$ cat src/rtl/alu_stage_pkg.sv
`default_nettype none
// ============================================================================
//  Module      : alu_stage_pkg
//  Description : Shared constants for the decode/execute operand stage:
//                default operand/index widths, ALU operation encodings and
//                the zero-register index.
//  Revision    : 1.0 - initial release
// ============================================================================
package alu_stage_pkg;

    localparam int DATA_W = 64;
    localparam int ADDR_W = 5;
    localparam int NREGS  = 32;

    // ALU operation encodings driven on ALUCtrl. Other codes pass through
    // the stage untouched; the ALU gives them meaning.
    localparam logic [3:0] ALU_AND   = 4'h0;
    localparam logic [3:0] ALU_OR    = 4'h1;
    localparam logic [3:0] ALU_ADD   = 4'h2;
    localparam logic [3:0] ALU_SUB   = 4'h6;
    localparam logic [3:0] ALU_PASSB = 4'h7;

    // X31 reads as zero and ignores writes.
    localparam logic [4:0] XZR_IDX = 5'd31;

endpackage : alu_stage_pkg
`default_nettype wire

$ cat src/rtl/regfile_2r1w.sv
`default_nettype none
// ============================================================================
//  Module      : regfile_2r1w
//  Description : Register file with two asynchronous read ports and one
//                synchronous write port. Index NREGS-1 is the zero register:
//                it reads as 0 and writes to it are discarded, so it has no
//                storage.
//                Optional feature macro: REGFILE_WB_BYPASS_EN -- when
//                defined, a read that matches the write issued in the same
//                cycle returns the write data instead of the stored value.
//  Ports       : CLK, Reset_L        clock / async active-low reset
//                i_rdAddrA/B         read indices
//                o_rdDataA/B         read data (combinational)
//                i_wrEn/Addr/Data    write port, committed on posedge
//  Revision    : 1.0 - initial release
// ============================================================================
module regfile_2r1w #(
    parameter int DATA_W = 64,
    parameter int ADDR_W = 5,
    parameter int NREGS  = 32
) (
    input  logic              CLK,
    input  logic              Reset_L,
    input  logic [ADDR_W-1:0] i_rdAddrA,
    input  logic [ADDR_W-1:0] i_rdAddrB,
    output logic [DATA_W-1:0] o_rdDataA,
    output logic [DATA_W-1:0] o_rdDataB,
    input  logic              i_wrEn,
    input  logic [ADDR_W-1:0] i_wrAddr,
    input  logic [DATA_W-1:0] i_wrData
);

    localparam logic [ADDR_W-1:0] c_XZR_IDX = ADDR_W'(NREGS - 1);

    // Only the architected, writable registers get storage.
    logic [DATA_W-1:0] r_regs [NREGS-1];

    logic w_wrHit;
    logic w_bypA;
    logic w_bypB;

    assign w_wrHit = i_wrEn && (i_wrAddr != c_XZR_IDX);

    always_ff @(posedge CLK or negedge Reset_L) begin
        if (!Reset_L) begin
            for (int i = 0; i < NREGS - 1; i++) begin
                r_regs[i] <= '0;
            end
        end else if (w_wrHit) begin
            r_regs[i_wrAddr] <= i_wrData;
        end
    end

`ifdef REGFILE_WB_BYPASS_EN
    // Forward the in-flight writeback so a same-cycle reader sees it without
    // a hazard bubble. w_wrHit already excludes the zero register.
    assign w_bypA = w_wrHit && (i_wrAddr == i_rdAddrA);
    assign w_bypB = w_wrHit && (i_wrAddr == i_rdAddrB);
`else
    // Readers see the pre-write value; the hazard unit inserts a bubble.
    assign w_bypA = 1'b0;
    assign w_bypB = 1'b0;
`endif

    always_comb begin
        o_rdDataA = '0;
        o_rdDataB = '0;
        if (i_rdAddrA != c_XZR_IDX) begin
            o_rdDataA = w_bypA ? i_wrData : r_regs[i_rdAddrA];
        end
        if (i_rdAddrB != c_XZR_IDX) begin
            o_rdDataB = w_bypB ? i_wrData : r_regs[i_rdAddrB];
        end
    end

endmodule : regfile_2r1w
`default_nettype wire

$ cat src/rtl/id_ex_operand_stage.sv
`default_nettype none
// ============================================================================
//  Module      : id_ex_operand_stage
//  Description : Decode/execute boundary stage in front of the ALU. Reads two
//                source registers, selects register or immediate for operand
//                B, and holds the result in a valid/ready ID/EX register.
//                Writeback from the end of the pipe enters through wb_*.
//                Optional feature macro: REGFILE_WB_BYPASS_EN -- same-cycle
//                writeback is forwarded into a capturing operand read.
//  Ports       : CLK, Reset_L              clock / async active-low reset
//                in_valid, in_ready        decode-side handshake
//                RegA, RegB, Imm, UseImm   operand sources
//                ALUCtrlIn, DstIn          operation / destination
//                flush                     squash the held instruction
//                out_valid, out_ready      EX-side handshake
//                BusA, BusB, ALUCtrl, DstOut  registered ALU inputs
//                wb_en, wb_reg, wb_data    register file writeback
//  Revision    : 1.0 - initial release
// ============================================================================
module id_ex_operand_stage
    import alu_stage_pkg::*;
#(
    parameter int DATA_W = alu_stage_pkg::DATA_W,
    parameter int ADDR_W = alu_stage_pkg::ADDR_W,
    parameter int NREGS  = alu_stage_pkg::NREGS
) (
    input  logic              CLK,
    input  logic              Reset_L,
    input  logic              in_valid,
    output logic              in_ready,
    input  logic [ADDR_W-1:0] RegA,
    input  logic [ADDR_W-1:0] RegB,
    input  logic [DATA_W-1:0] Imm,
    input  logic              UseImm,
    input  logic [3:0]        ALUCtrlIn,
    input  logic [ADDR_W-1:0] DstIn,
    input  logic              flush,
    output logic              out_valid,
    input  logic              out_ready,
    output logic [DATA_W-1:0] BusA,
    output logic [DATA_W-1:0] BusB,
    output logic [3:0]        ALUCtrl,
    output logic [ADDR_W-1:0] DstOut,
    input  logic              wb_en,
    input  logic [ADDR_W-1:0] wb_reg,
    input  logic [DATA_W-1:0] wb_data
);

    localparam logic [ADDR_W-1:0] c_XZR_IDX = ADDR_W'(NREGS - 1);

    logic [DATA_W-1:0] w_rdA;
    logic [DATA_W-1:0] w_rdB;
    logic [DATA_W-1:0] w_opB;
    logic              w_capture;

    logic              r_outValid;
    logic [DATA_W-1:0] r_busA;
    logic [DATA_W-1:0] r_busB;
    logic [3:0]        r_aluCtrl;
    logic [ADDR_W-1:0] r_dst;

    regfile_2r1w #(
        .DATA_W (DATA_W),
        .ADDR_W (ADDR_W),
        .NREGS  (NREGS)
    ) u_regfile (
        .CLK       (CLK),
        .Reset_L   (Reset_L),
        .i_rdAddrA (RegA),
        .i_rdAddrB (RegB),
        .o_rdDataA (w_rdA),
        .o_rdDataB (w_rdB),
        .i_wrEn    (wb_en),
        .i_wrAddr  (wb_reg),
        .i_wrData  (wb_data)
    );

    assign w_opB = UseImm ? Imm : w_rdB;

    // Ready depends only on the output side, never on in_valid, so decode
    // can use it without a combinational loop.
    assign in_ready  = !r_outValid || out_ready;
    assign w_capture = in_valid && in_ready;

    // Flush outranks capture: the squashed slot carries XZR as destination
    // so nothing downstream can mistake it for a real write. Operand/control
    // registers only load on capture, which freezes them through stalls
    // regardless of later writebacks.
    always_ff @(posedge CLK or negedge Reset_L) begin
        if (!Reset_L) begin
            r_outValid <= 1'b0;
            r_busA     <= '0;
            r_busB     <= '0;
            r_aluCtrl  <= '0;
            r_dst      <= '0;
        end else if (flush) begin
            r_outValid <= 1'b0;
            r_dst      <= c_XZR_IDX;
        end else if (w_capture) begin
            r_outValid <= 1'b1;
            r_busA     <= w_rdA;
            r_busB     <= w_opB;
            r_aluCtrl  <= ALUCtrlIn;
            r_dst      <= DstIn;
        end else if (out_ready) begin
            r_outValid <= 1'b0;
        end
    end

    assign out_valid = r_outValid;
    assign BusA      = r_busA;
    assign BusB      = r_busB;
    assign ALUCtrl   = r_aluCtrl;
    assign DstOut    = r_dst;

endmodule : id_ex_operand_stage
`default_nettype wire

$ cat config.mk
export PLATFORM = sky130hd
export DESIGN_NAME = id_ex_operand_stage
export DESIGN_NICKNAME = d
export VERILOG_FILES = /design/src/rtl/alu_stage_pkg.sv /design/src/rtl/regfile_2r1w.sv /design/src/rtl/id_ex_operand_stage.sv
export SDC_FILE = /design/constraint.sdc
export NUM_CORES = 2
export LEC_CHECK = 0
export BUFFER_PORTS_ARGS = -buffer_cell sky130_fd_sc_hd__buf_2
export CORE_AREA = 3 3 435 437
export CTS_CLUSTER_SIZE = 16
export DETAILED_ROUTE_END_ITERATION = 7
export DIE_AREA = 0 0 438 440
export PLACE_DENSITY = 0.77
export SLEW_MARGIN = 5
export SYNTH_ARGS = -nofsm -noshare
export SYNTH_HDL_FRONTEND = slang
export SYNTH_SLANG_ARGS = --single-unit
$ cat constraint.sdc
create_clock -name CLK -period 5.11 [get_ports CLK]
set_clock_uncertainty 0.05 [all_clocks]
set_input_delay 0.2555 -clock CLK [delete_from_list [all_inputs] [get_ports CLK]]
set_output_delay 0.2555 -clock CLK [all_outputs]
set_load 0.05 [all_outputs]
==> out/results.ini <==
[global_routing]
grt_usage=0.371
antenna_found_initial=17
grt_overflow=0
grt_max_degree=183
grt_pass1_vias=77770
grt_pass1_wl_mm=527

[final_layout]
fin_nets=7685
area_growth_pct=11.4
fillCellCount=12739
fin_cells=10207
drive_gt1_frac=0.492

[power]
peakVddDrop_mv=0.361
p_comb_frac=0.215
power.share.clock=0.331
leakage_nw=54.2
switching_share=0.288
p_per_area_mw_per_mm2=404
seqPwrFrac=0.454
power.switching_mw=14.4
intPower_mw=35.7

[clocking]
clockBufferDepth=3
clk_latency_ns=0.86
cts_sinks=2122
clk_pin_slew_ns=0.06
post_cts_buffers=0
cts_root_buffer=clkbuf_16
cts_tree=yes
numCtsBuffers=220
cts.htree.levels=4

[synthesis]
syn_nets=7605
synth_area_mm2=0.111
yosys_warnings=0
synth_cells=7446
synthDistinctLibCells=57
async_flop_share=1.00
synth_edf_count=0
syn_area_per_cell_um2=14.9
yosys-top-cells-area=dfrtp_1 (48%), mux2_2 (20%), mux4_2 (18%), mux2i_1 (4.5%), clkbuf_1 (1.6%)
ys_seq_area_frac=0.477
synth_ff_type=dfrtp_1
synth_top_area_share=0.477
ys_ff_latch=2122
synth_area_leader_cell=dfrtp_1

[routing]
wl_mm=357
via_count=74970
firstDrtPassIters=8
dr.first_iter.drc_count=8302
drtAntennaViolNets=0
wl_per_cell_um=34.9
viasPerCell=7.34
drc=0

[timing]
relSlewSlack=0.0826
setup_violations=0
worstMarginPinSlew_ns=1.37
fin_crit_sh=0.649
fin_tns_setup_ns=0
fmax_mhz=301
finalHoldViolCount=0
slew_violations=0
setup_ws_ns=1.79
period_minus_slack_ns=3.32
rsz0062_at_grt=false

[floorplanning]
rows=158
core_mm2=0.185
die_area_mm2=0.193
die_y_um=440
die_x_um=438
start_util=0.600
io_pins=298

[critical_path]
r2r-start=out_valid$_DFFE_PN0P_
end_kind=register
cp.arrival_ns=4.06
cp-startpoint=out_valid$_DFFE_PN0P_
crit_required_ns=5.85
path_max_fanout=32
critPathKind=register to register
cp-start-kind=register

[place]
dpl.hpwl_mm=209
place_inst=9637
place_ws_ns=1.70
gp_congestion=0.872
io_buffer_count=297

[flow_run]
maxCapViolCount=0

[outcome]
outcome=finished clean

[worst_hold_path]
min_path_type=primary input to asynchronous set/reset pin

## per-stage QoR
stage / util / cell area (µm²) / hold slack (ns) / power [mW]
6_report: 0.668 / 124000 / 0.0665 / 50.0
5_1_grt: 0.668 / 124000 / 0.0565 / 51.8
4_1_cts: 0.668 / 124000 / 0.00472 / 49.9
3_5_place_dp: 0.620 / 115000 / 0.199 / 33.4
3_3_place_gp: 0.620 / 115000 / 0.203 / 32.8
2_1_floorplan: - / 111000 / -0.0901 / 30.1
## flip-flops by register name, indices dropped and copies added (netlist names)
signal / count
ALUCtrl: 4
BusA: 64
BusB: 64
DstOut: 5
out_valid: 1
u_regfile.r_regs: 1984
## critical path, stage by stage (launching register included)
cell and delay [ns]:
dfrtp_1 0.36, nor2b_1 0.19, nor3_2 0.17, buf_4 0.65, nand3_1 0.92, buf_4 0.53
o22ai_1 0.17, a221o_1 0.14
## final timing paths
path	end	slack, ns	depth (start not counted)
hold / removal	u_regfile.r_regs[685]$_DFFE_PN0P_	0.07	3
max in group asynchronous	u_regfile.r_regs[1730]$_DFFE_PN0P_	3.68	4
hold reg to reg	ALUCtrl[2]$_DFFE_PN0P_	0.42	2
setup reg to reg	BusA[48]$_DFFE_PN0P_	1.79	7
setup / recovery	BusA[48]$_DFFE_PN0P_	1.79	7
min in group CLK	BusB[18]$_DFFE_PN0P_	0.07	3
## layout by cell type (no fill, tap or decap), types with 25 or more instances in the layout
cell,count
dfrtp_1,2122
mux2_2,1989
mux4_2,866
mux2i_1,496
buf_2,288
clkbuf_16,221
buf_4,166
dlygate4sd3_1,146
nand2_1,106
nand3_1,93
a21oi_1,88
nor2_1,74
o21ai_0,73
a22oi_1,72
o2bb2ai_1,69
a221oi_1,63
clkbuf_8,63
clkbuf_1,51
o22a_1,49
buf_12,48
a211oi_1,46
o22ai_1,39
clkinv_2,36
a22o_1,34
a221o_1,33
o2111a_1,28
nor2b_1,25
## routing by layer
| layer | GRT usage | part of all wire | vias up |
|---|---|---|---|
| li1 | - | - | 29096 |
| met1 | 0.484 | 0.37 | 39911 |
| met2 | 0.568 | 0.46 | 4661 |
| met3 | 0.0869 | 0.098 | 1290 |
| met4 | 0.230 | 0.073 | 12 |
| met5 | 0 | 0.00025 | - |
## area by class of cell
class	instances	area (µm²)	share of cell area
clock inverter	70	883	0.00713
antenna	18	45.0	0.000363
inverter	21	80.1	0.000646
timing repair buffer	656	5240	0.0423
tap	2480	3100	0.0250
sequential	2122	53100	0.429
multi-input combinational	4505	54900	0.443
clock buffer	335	6590	0.0532
## Yosys cell counts, types with 30 or more instances
cell / instances
buf_4: 33
o22a_1: 49
dfrtp_1: 2122
nand2_1: 122
nor2_1: 88
a221oi_1: 63
mux2_2: 1989
o22ai_1: 39
a22oi_1: 72
nand3_1: 94
a211oi_1: 46
nor2b_1: 33
mux4_2: 866
o2bb2ai_1: 69
buf_2: 255
mux2i_1: 496
o21ai_0: 74
a221o_1: 33
a22o_1: 34
buf_1: 30
clkbuf_1: 468
a21oi_1: 88
## power by group through the flow
stage               sequential [mW]  clock, mW  combinational (mW)
floorplan                      22.6          0                7.43
global placement               22.5          0                10.2
detailed placement             22.8          0                10.6
CTS                            22.6       16.7                10.7
global route                   23.0       17.4                11.4
finish                         22.7       16.6                10.7
## timing repair
action,CTS,global route
gates resized for setup,0,0
hold endpoints to repair,2430,0
hold buffers,147,0
## cell families (layout without fill, tap and decap cells)
kind of cell | Yosys count | in the layout | share of synthesized area
flops | 2122 | 2122 | 0.477
buf+inv | 819 | 1082 | 0.0324
mux | 3351 | 3351 | 0.421
compound gates | 722 | 722 | 0.0502
other cells | 0 | 18 | 0
simple gates | 432 | 432 | 0.0186
Note: power is estimated with default switching activity, not from simulation.
